[src/rtl/id_exe_stage_reg_pkg.sv]
// Shared types and defaults for the ID/EXE pipeline register.
package id_exe_stage_reg_pkg;

  localparam int WORD_W_DFLT     = 32;
  localparam int REG_ADDR_W_DFLT = 4;
  localparam int EXE_CMD_W_DFLT  = 4;

  typedef enum logic [EXE_CMD_W_DFLT-1:0] {
    EXE_NOP = 4'b0000,
    EXE_MOV = 4'b0001,
    EXE_MVN = 4'b1001,
    EXE_ADD = 4'b0010,
    EXE_ADC = 4'b0011,
    EXE_SUB = 4'b0100,
    EXE_SBC = 4'b0101,
    EXE_AND = 4'b0110,
    EXE_ORR = 4'b0111,
    EXE_EOR = 4'b1000
  } exe_cmd_e;

  typedef struct packed {
    logic                      wb_en;
    logic                      mem_r;
    logic                      mem_w;
    logic                      b;
    logic                      s;
    logic [EXE_CMD_W_DFLT-1:0] exe_cmd;
  } ctrl_t;

  // A bubble never writes back or touches memory; branches never update
  // flags; a read+write request degrades to a plain read.
  function automatic ctrl_t sanitise_ctrl(input ctrl_t raw, input logic valid);
    ctrl_t c;
    c         = raw;
    c.wb_en   = valid & raw.wb_en;
    c.mem_r   = valid & raw.mem_r;
    c.mem_w   = valid & raw.mem_w & ~raw.mem_r;
    c.b       = valid & raw.b;
    c.s       = valid & raw.s & ~raw.b;
    return c;
  endfunction

endpackage

[src/rtl/id_exe_stage_reg_if.sv]
// Decode-to-execute bus; src1/src2 exist only when FORWARDING_EN is defined.
interface id_exe_stage_reg_if
  import id_exe_stage_reg_pkg::*;
#(
  parameter int WORD_W     = WORD_W_DFLT,
  parameter int REG_ADDR_W = REG_ADDR_W_DFLT,
  parameter int EXE_CMD_W  = EXE_CMD_W_DFLT
);
  logic                  flush;
  logic                  freeze;

  logic                  WB_EN_in, MEM_R_in, MEM_W_in, B_in, S_in;
  logic [EXE_CMD_W-1:0]  EXE_CMD_in;
  logic [WORD_W-1:0]     PC_in, Val_Rn_in, Val_Rm_in;
  logic                  imm_in;
  logic [11:0]           Shift_operand_in;
  logic [23:0]           Signed_imm_24_in;
  logic [REG_ADDR_W-1:0] Dest_in;
  logic [3:0]            SR_in;
  logic                  valid_in;

  logic                  WB_EN_out, MEM_R_out, MEM_W_out, B_out, S_out;
  logic [EXE_CMD_W-1:0]  EXE_CMD_out;
  logic [WORD_W-1:0]     PC_out, Val_Rn_out, Val_Rm_out;
  logic                  imm_out;
  logic [11:0]           Shift_operand_out;
  logic [23:0]           Signed_imm_24_out;
  logic [REG_ADDR_W-1:0] Dest_out;
  logic [3:0]            SR_out;
  logic                  valid_out;
  logic                  err_out;
`ifdef FORWARDING_EN
  logic [REG_ADDR_W-1:0] src1_in, src2_in, src1_out, src2_out;
`endif

  modport master (
    output flush, freeze,
    output WB_EN_in, MEM_R_in, MEM_W_in, B_in, S_in, EXE_CMD_in, PC_in,
           Val_Rn_in, Val_Rm_in, imm_in, Shift_operand_in, Signed_imm_24_in,
           Dest_in, SR_in, valid_in,
`ifdef FORWARDING_EN
    output src1_in, src2_in,
    input  src1_out, src2_out,
`endif
    input  WB_EN_out, MEM_R_out, MEM_W_out, B_out, S_out, EXE_CMD_out, PC_out,
           Val_Rn_out, Val_Rm_out, imm_out, Shift_operand_out,
           Signed_imm_24_out, Dest_out, SR_out, valid_out, err_out
  );

  modport slave (
    input  flush, freeze,
    input  WB_EN_in, MEM_R_in, MEM_W_in, B_in, S_in, EXE_CMD_in, PC_in,
           Val_Rn_in, Val_Rm_in, imm_in, Shift_operand_in, Signed_imm_24_in,
           Dest_in, SR_in, valid_in,
`ifdef FORWARDING_EN
    input  src1_in, src2_in,
    output src1_out, src2_out,
`endif
    output WB_EN_out, MEM_R_out, MEM_W_out, B_out, S_out, EXE_CMD_out, PC_out,
           Val_Rn_out, Val_Rm_out, imm_out, Shift_operand_out,
           Signed_imm_24_out, Dest_out, SR_out, valid_out, err_out
  );
endinterface

[src/rtl/id_exe_stage_reg_pipe_field_reg.sv]
// One field group of the pipeline register: reset > clear > hold > load.
module pipe_field_reg #(
  parameter int WIDTH = 1
) (
  input  logic             clk,
  input  logic             rst,
  input  logic             clr,
  input  logic             hold,
  input  logic [WIDTH-1:0] d,
  output logic [WIDTH-1:0] q
);

  // Field storage with clear taking priority over hold.
  always_ff @(posedge clk or posedge rst) begin
    if (rst) begin
      q <= '0;
    end else if (clr) begin
      q <= '0;
    end else if (hold) begin
      q <= q;
    end else begin
      q <= d;
    end
  end

endmodule

[src/rtl/id_exe_stage_reg.sv]
// ID/EXE pipeline register with flush/freeze, load sanitisation and a sticky
// illegal-combination flag. Optional source-register fields: FORWARDING_EN.
module id_exe_stage_reg
  import id_exe_stage_reg_pkg::*;
#(
  parameter int WORD_W     = WORD_W_DFLT,
  parameter int REG_ADDR_W = REG_ADDR_W_DFLT,
  parameter int EXE_CMD_W  = EXE_CMD_W_DFLT
) (
  input logic               clk,
  input logic               rst,
  id_exe_stage_reg_if.slave bus
);

  localparam int CTRL_W = 5 + EXE_CMD_W + 1;
  localparam int DATA_W = 3 * WORD_W + 1 + 12 + 24 + REG_ADDR_W;

  ctrl_t               raw_ctrl_s;
  ctrl_t               san_ctrl_s;
  ctrl_t               ctrl_out_s;
  logic [CTRL_W-1:0]   ctrl_q_s;
  logic [DATA_W-1:0]   data_d_s;
  logic [DATA_W-1:0]   data_q_s;
  logic [3:0]          sr_q_s;
  logic                illegal_s;
  logic                err_r;

  // Assemble and sanitise the incoming control bundle.
  always_comb begin
    raw_ctrl_s.wb_en   = bus.WB_EN_in;
    raw_ctrl_s.mem_r   = bus.MEM_R_in;
    raw_ctrl_s.mem_w   = bus.MEM_W_in;
    raw_ctrl_s.b       = bus.B_in;
    raw_ctrl_s.s       = bus.S_in;
    raw_ctrl_s.exe_cmd = bus.EXE_CMD_in;
    san_ctrl_s         = sanitise_ctrl(raw_ctrl_s, bus.valid_in);
  end

  assign data_d_s  = {bus.PC_in, bus.Val_Rn_in, bus.Val_Rm_in, bus.imm_in,
                      bus.Shift_operand_in, bus.Signed_imm_24_in, bus.Dest_in};
  // Only a real instruction can carry an illegal read+write request.
  assign illegal_s = bus.valid_in & bus.MEM_R_in & bus.MEM_W_in;

  pipe_field_reg #(.WIDTH(CTRL_W)) u_ctrl (
    .clk(clk), .rst(rst), .clr(bus.flush), .hold(bus.freeze),
    .d({san_ctrl_s, bus.valid_in}), .q(ctrl_q_s)
  );

  pipe_field_reg #(.WIDTH(DATA_W)) u_data (
    .clk(clk), .rst(rst), .clr(bus.flush), .hold(bus.freeze),
    .d(data_d_s), .q(data_q_s)
  );

  pipe_field_reg #(.WIDTH(4)) u_status (
    .clk(clk), .rst(rst), .clr(bus.flush), .hold(bus.freeze),
    .d(bus.SR_in), .q(sr_q_s)
  );

`ifdef FORWARDING_EN
  logic [2*REG_ADDR_W-1:0] fwd_q_s;

  pipe_field_reg #(.WIDTH(2 * REG_ADDR_W)) u_fwd (
    .clk(clk), .rst(rst), .clr(bus.flush), .hold(bus.freeze),
    .d({bus.src1_in, bus.src2_in}), .q(fwd_q_s)
  );

  assign {bus.src1_out, bus.src2_out} = fwd_q_s;
`endif

  // Sticky error flag, set only on an actual load; cleared by reset alone.
  always_ff @(posedge clk or posedge rst) begin
    if (rst) begin
      err_r <= 1'b0;
    end else if (!bus.flush && !bus.freeze && illegal_s) begin
      err_r <= 1'b1;
    end else begin
      err_r <= err_r;
    end
  end

  assign ctrl_out_s      = ctrl_q_s[CTRL_W-1:1];
  assign bus.valid_out   = ctrl_q_s[0];
  assign bus.WB_EN_out   = ctrl_out_s.wb_en;
  assign bus.MEM_R_out   = ctrl_out_s.mem_r;
  assign bus.MEM_W_out   = ctrl_out_s.mem_w;
  assign bus.B_out       = ctrl_out_s.b;
  assign bus.S_out       = ctrl_out_s.s;
  assign bus.EXE_CMD_out = ctrl_out_s.exe_cmd;
  assign {bus.PC_out, bus.Val_Rn_out, bus.Val_Rm_out, bus.imm_out,
          bus.Shift_operand_out, bus.Signed_imm_24_out, bus.Dest_out} = data_q_s;
  assign bus.SR_out      = sr_q_s;
  assign bus.err_out     = err_r;

endmodule

[src/flat_wrapper.sv]
// flat-port wrapper written by rule: the top's interface ports become plain ports
module id_exe_stage_reg_flat import id_exe_stage_reg_pkg::*;
#(
  parameter int WORD_W     = WORD_W_DFLT,
  parameter int REG_ADDR_W = REG_ADDR_W_DFLT,
  parameter int EXE_CMD_W  = EXE_CMD_W_DFLT
)
  (clk, rst, bus_flush, bus_freeze, bus_WB_EN_in, bus_MEM_R_in, bus_MEM_W_in, bus_B_in, bus_S_in, bus_EXE_CMD_in, bus_PC_in, bus_Val_Rn_in, bus_Val_Rm_in, bus_imm_in, bus_Shift_operand_in, bus_Signed_imm_24_in, bus_Dest_in, bus_SR_in, bus_valid_in, bus_WB_EN_out, bus_MEM_R_out, bus_MEM_W_out, bus_B_out, bus_S_out, bus_EXE_CMD_out, bus_PC_out, bus_Val_Rn_out, bus_Val_Rm_out, bus_imm_out, bus_Shift_operand_out, bus_Signed_imm_24_out, bus_Dest_out, bus_SR_out, bus_valid_out, bus_err_out);
  id_exe_stage_reg_if #(.WORD_W(WORD_W), .REG_ADDR_W(REG_ADDR_W), .EXE_CMD_W(EXE_CMD_W)) bus_i ();
  input logic clk;
  input logic rst;
  input wire logic [$bits(bus_i.flush)-1:0] bus_flush;
  input wire logic [$bits(bus_i.freeze)-1:0] bus_freeze;
  input wire logic [$bits(bus_i.WB_EN_in)-1:0] bus_WB_EN_in;
  input wire logic [$bits(bus_i.MEM_R_in)-1:0] bus_MEM_R_in;
  input wire logic [$bits(bus_i.MEM_W_in)-1:0] bus_MEM_W_in;
  input wire logic [$bits(bus_i.B_in)-1:0] bus_B_in;
  input wire logic [$bits(bus_i.S_in)-1:0] bus_S_in;
  input wire logic [$bits(bus_i.EXE_CMD_in)-1:0] bus_EXE_CMD_in;
  input wire logic [$bits(bus_i.PC_in)-1:0] bus_PC_in;
  input wire logic [$bits(bus_i.Val_Rn_in)-1:0] bus_Val_Rn_in;
  input wire logic [$bits(bus_i.Val_Rm_in)-1:0] bus_Val_Rm_in;
  input wire logic [$bits(bus_i.imm_in)-1:0] bus_imm_in;
  input wire logic [$bits(bus_i.Shift_operand_in)-1:0] bus_Shift_operand_in;
  input wire logic [$bits(bus_i.Signed_imm_24_in)-1:0] bus_Signed_imm_24_in;
  input wire logic [$bits(bus_i.Dest_in)-1:0] bus_Dest_in;
  input wire logic [$bits(bus_i.SR_in)-1:0] bus_SR_in;
  input wire logic [$bits(bus_i.valid_in)-1:0] bus_valid_in;
  output wire logic [$bits(bus_i.WB_EN_out)-1:0] bus_WB_EN_out;
  output wire logic [$bits(bus_i.MEM_R_out)-1:0] bus_MEM_R_out;
  output wire logic [$bits(bus_i.MEM_W_out)-1:0] bus_MEM_W_out;
  output wire logic [$bits(bus_i.B_out)-1:0] bus_B_out;
  output wire logic [$bits(bus_i.S_out)-1:0] bus_S_out;
  output wire logic [$bits(bus_i.EXE_CMD_out)-1:0] bus_EXE_CMD_out;
  output wire logic [$bits(bus_i.PC_out)-1:0] bus_PC_out;
  output wire logic [$bits(bus_i.Val_Rn_out)-1:0] bus_Val_Rn_out;
  output wire logic [$bits(bus_i.Val_Rm_out)-1:0] bus_Val_Rm_out;
  output wire logic [$bits(bus_i.imm_out)-1:0] bus_imm_out;
  output wire logic [$bits(bus_i.Shift_operand_out)-1:0] bus_Shift_operand_out;
  output wire logic [$bits(bus_i.Signed_imm_24_out)-1:0] bus_Signed_imm_24_out;
  output wire logic [$bits(bus_i.Dest_out)-1:0] bus_Dest_out;
  output wire logic [$bits(bus_i.SR_out)-1:0] bus_SR_out;
  output wire logic [$bits(bus_i.valid_out)-1:0] bus_valid_out;
  output wire logic [$bits(bus_i.err_out)-1:0] bus_err_out;
  assign bus_i.flush = bus_flush;
  assign bus_i.freeze = bus_freeze;
  assign bus_i.WB_EN_in = bus_WB_EN_in;
  assign bus_i.MEM_R_in = bus_MEM_R_in;
  assign bus_i.MEM_W_in = bus_MEM_W_in;
  assign bus_i.B_in = bus_B_in;
  assign bus_i.S_in = bus_S_in;
  assign bus_i.EXE_CMD_in = bus_EXE_CMD_in;
  assign bus_i.PC_in = bus_PC_in;
  assign bus_i.Val_Rn_in = bus_Val_Rn_in;
  assign bus_i.Val_Rm_in = bus_Val_Rm_in;
  assign bus_i.imm_in = bus_imm_in;
  assign bus_i.Shift_operand_in = bus_Shift_operand_in;
  assign bus_i.Signed_imm_24_in = bus_Signed_imm_24_in;
  assign bus_i.Dest_in = bus_Dest_in;
  assign bus_i.SR_in = bus_SR_in;
  assign bus_i.valid_in = bus_valid_in;
  assign bus_WB_EN_out = bus_i.WB_EN_out;
  assign bus_MEM_R_out = bus_i.MEM_R_out;
  assign bus_MEM_W_out = bus_i.MEM_W_out;
  assign bus_B_out = bus_i.B_out;
  assign bus_S_out = bus_i.S_out;
  assign bus_EXE_CMD_out = bus_i.EXE_CMD_out;
  assign bus_PC_out = bus_i.PC_out;
  assign bus_Val_Rn_out = bus_i.Val_Rn_out;
  assign bus_Val_Rm_out = bus_i.Val_Rm_out;
  assign bus_imm_out = bus_i.imm_out;
  assign bus_Shift_operand_out = bus_i.Shift_operand_out;
  assign bus_Signed_imm_24_out = bus_i.Signed_imm_24_out;
  assign bus_Dest_out = bus_i.Dest_out;
  assign bus_SR_out = bus_i.SR_out;
  assign bus_valid_out = bus_i.valid_out;
  assign bus_err_out = bus_i.err_out;
  id_exe_stage_reg #(.WORD_W(WORD_W), .REG_ADDR_W(REG_ADDR_W), .EXE_CMD_W(EXE_CMD_W)) u_core (.clk(clk), .rst(rst), .bus(bus_i));
endmodule
[config.mk]
export PLATFORM = sky130hd
export DESIGN_NAME = id_exe_stage_reg_flat
export DESIGN_NICKNAME = d
export VERILOG_FILES = /design/src/rtl/id_exe_stage_reg_pkg.sv /design/src/rtl/id_exe_stage_reg_if.sv /design/src/rtl/id_exe_stage_reg_pipe_field_reg.sv /design/src/rtl/id_exe_stage_reg.sv /design/src/flat_wrapper.sv
export SDC_FILE = /design/constraint.sdc
export NUM_CORES = 1
export LEC_CHECK = 0
export ABC_AREA = 1
export BUFFER_PORTS_ARGS = -buffer_cell sky130_fd_sc_hd__buf_4
export CORE_ASPECT_RATIO = 1.4
export CORE_MARGIN = 1
export CORE_UTILIZATION = 40
export CTS_CLUSTER_DIAMETER = 80
export DETAILED_ROUTE_END_ITERATION = 12
export PLACE_DENSITY = 0.76
export SLEW_MARGIN = 0
export SYNTH_ARGS = -nofsm -noshare
export SYNTH_HDL_FRONTEND = slang
export SYNTH_SLANG_ARGS = --single-unit
export TNS_END_PERCENT = 10
[constraint.sdc]
create_clock -name clk -period 4.65 [get_ports clk]
set_clock_uncertainty 0.2 [all_clocks]
set_input_delay 0.465 -clock clk [delete_from_list [all_inputs] [get_ports clk]]
set_output_delay 0.465 -clock clk [all_outputs]
set_load 0.1 [all_outputs]
==> impl_results.md <==
- Nets@finish: 1101
- Die H: 144 microns
- Flop2flop setup slack: 3800 ps
- EDFF count, synth: 0
- Area Overhead vs Synth: 54.9%
- PwrDens: 449 nW/um^2
- Critical path's top delay family: flip-flops
- Post-CTS sizing: 0
- WP buf/inv: 1
- Peak VDD IR: 0.233 mV
- Sink Count: 152
- Post-Route Utilization: 63.7%
- Synthesized area: 5730 sq um
- Post-route minimum period: 1750 ps
- Run status: finished clean
- Root buffer cell: clkbuf_16
- Leakage dissipation: 0.00521 uW
- Antenna violations before repair: 0
- Final Hold Vio Count: 0
- Setup violators final: 0
- Hold Crit Start: bus_Signed_imm_24_in[20]
- CP arrival: 1080 ps
- Setup TNS: 0 ps
- CP Cell Sequence: buf_4
- Reg2reg start: u_core.u_data.q[69]
- Max-cap violations: 0
- Synth area leader: dfrtp_1
- Startpoint Class: flip-flop
- Filler cells: 1177
- Grt total ovfl: 0
- Setup repair bufs after CTS: 0
- Share of layout cells above drive strength 1: 35.8%
- Max Root-Sink Buffers: 2
- Yosys warns: 0
- Unrepaired setup endpoints after global routing: no
- Worst-margin pin slew: 805 ps
- CTS Buf Count: 17
- Vias in the first global route: 4720
- Critical path capture point type: output pin
- Max stage delay on crit path: 370 ps
- Register area share after synthesis: 66.4%
- WS Path Type: flip-flop to output pin
- Hold Buf Count CTS: 0
- Vias per inst: 4.44
- Clk_lat worst skew: 400 ps
- DR vias: 5070
- TritonCTS clock tree: built
- Dominant synthesized flop cell: dfrtp_1
- Worst path required time: 3980 ps
- RD Place Congestion: 0.811
- Drt wl/cell: 13.9 microns
- Chip width: 103 microns
- Row Count: 51
- Largest net degree at the start of global routing: 153
- Critical-path top delay cell: dfrtp_1
- Hold worst-path end: u_core.u_data.q[24]
- Synth cell types: 11
- Hold Crit Class: primary input to flip-flop
- DRC errors left: 0
- Reg-to-reg endpoint: u_core.u_data.q[69]
- Total Die Area: 14800 sq um
- Syn Area/Cell: 8.81 sq um
- Antenna diodes: 0
- Final Cycle Share: 37.6%
- Highest clock rate: 572 MHz
- Design area: 8870 sq um
- DP Wirelength: 10700 microns
- Hold Path Depth: 3
- Worst Path Max Fanout: 2
- Pre-Repair DR Iteration Count: 4
- Iteration-0 DRC Markers: 213
- Syn nets: 805
- Synth top cells by count: 451 x nand2_1, 152 x dfrtp_1, 19 x buf_2, 8 x buf_1, 5 x nand3_1
- Antenna Nets Post-Route: 0
- Count leader, synth: nand2_1
- H-tree Lvls: 4
- Max-slew violation count: 0
- Clock-pin slew on the worst setup and hold paths: 60 ps
- First-pass GRT wire length: 23400 microns
- Pwr Total: 3990 uW
- Instance count of the mapped netlist: 650
- Gr usage total: 21.0%
- Share of the synthesized area in the top cell type: 66.4%
- Total I/O pin count: 307
- Core area: 13900 sq um
- Worst R2R Path Depth: 2
- Initial Utilization: 41.2%
- Yosys reg bits: 152
- Post-Route WL: 15800 microns
- Synth top area cells: dfrtp_1 66%, nand2_1 30%, buf_2 1.7%
- Slew headroom: 46.4%
- IO Port Bufs: 306
- Hold Slack: 49.9 ps
- Post-synth ARST share: 100%
- DP Area: 8170 sq um
==> registers in the layout, summed over array words and instances (netlist names) <==
register and count:
u_core.u_data.q 137, u_core.u_status.q 4, u_core.u_ctrl.q 10, u_core.bus.err_out 1
==> per-stage QoR <==
step / cells / setup slack, ps
4_1_cts: 1141 / 2870
6_report: 1141 / 2900
5_1_grt: 1141 / 2850
3_5_place_dp: 1112 / 2660
2_1_floorplan: 650 / 2070
3_3_place_gp: 1112 / 2700
==> cell families after synthesis <==
family / share of synthesized area [%]
and+or+nand+nor: 30.6
DFF: 66.4
buffers and inverters: 2.97
==> power by group <==
part / leakage [uW] / internal [uW] / switching, uW / total (uW)
registers: 0.00202 / 1400 / 40.0 / 1440
logic: 0.00285 / 209 / 705 / 914
clock network: 0.000339 / 1110 / 527 / 1640
==> placed cells by master (no fill, tap or decap), types with 3 or more instances in the layout <==
master     Yosys  routed
bufinv_16      0       8
buf_12         0       3
nand3_1        5       5
nand2_1      451     451
buf_4          2     306
clkbuf_16      0      17
inv_1          4       3
nor2_1         3       3
dfrtp_1      152     152
clkinv_4       0       4
==> metal layers <==
layer  up-vias  GRT usage [%]  routed length, microns
met5         -              0                       0
met4         0           9.86                     592
met3        40           6.96                    1130
met2       191           35.5                    7910
met1      2297           23.7                    6180
li1       2542              -                       -
==> worst max path at each step <==
| stage | start | endpoint | slack [ps] | cells after the start |
|---|---|---|---|---|
| floorplan | rst | u_core.bus.err_out | 2070 | 1 |
| global placement | bus_flush | u_core.u_ctrl.q[5] | 2700 | 5 |
| detailed placement | bus_flush | u_core.u_data.q[70] | 2660 | 5 |
| CTS | u_core.u_data.q[131] | bus_PC_out[26] | 2870 | 1 |
| global route | u_core.u_data.q[135] | bus_PC_out[30] | 2850 | 1 |
| finish | u_core.u_data.q[6] | bus_Signed_imm_24_out[2] | 2900 | 1 |
==> cell type report <==
class	instances	area, sq um	share of cell area, %
inverters	5	22.5	0.254
well taps	185	231	2.61
clock buffers	17	425	4.80
flip-flops and latches	152	3800	42.9
clock inverters	12	275	3.10
multi-input cells	461	1750	19.8
repair buffers	309	2360	26.6
Power figures use the tool's default switching activity.
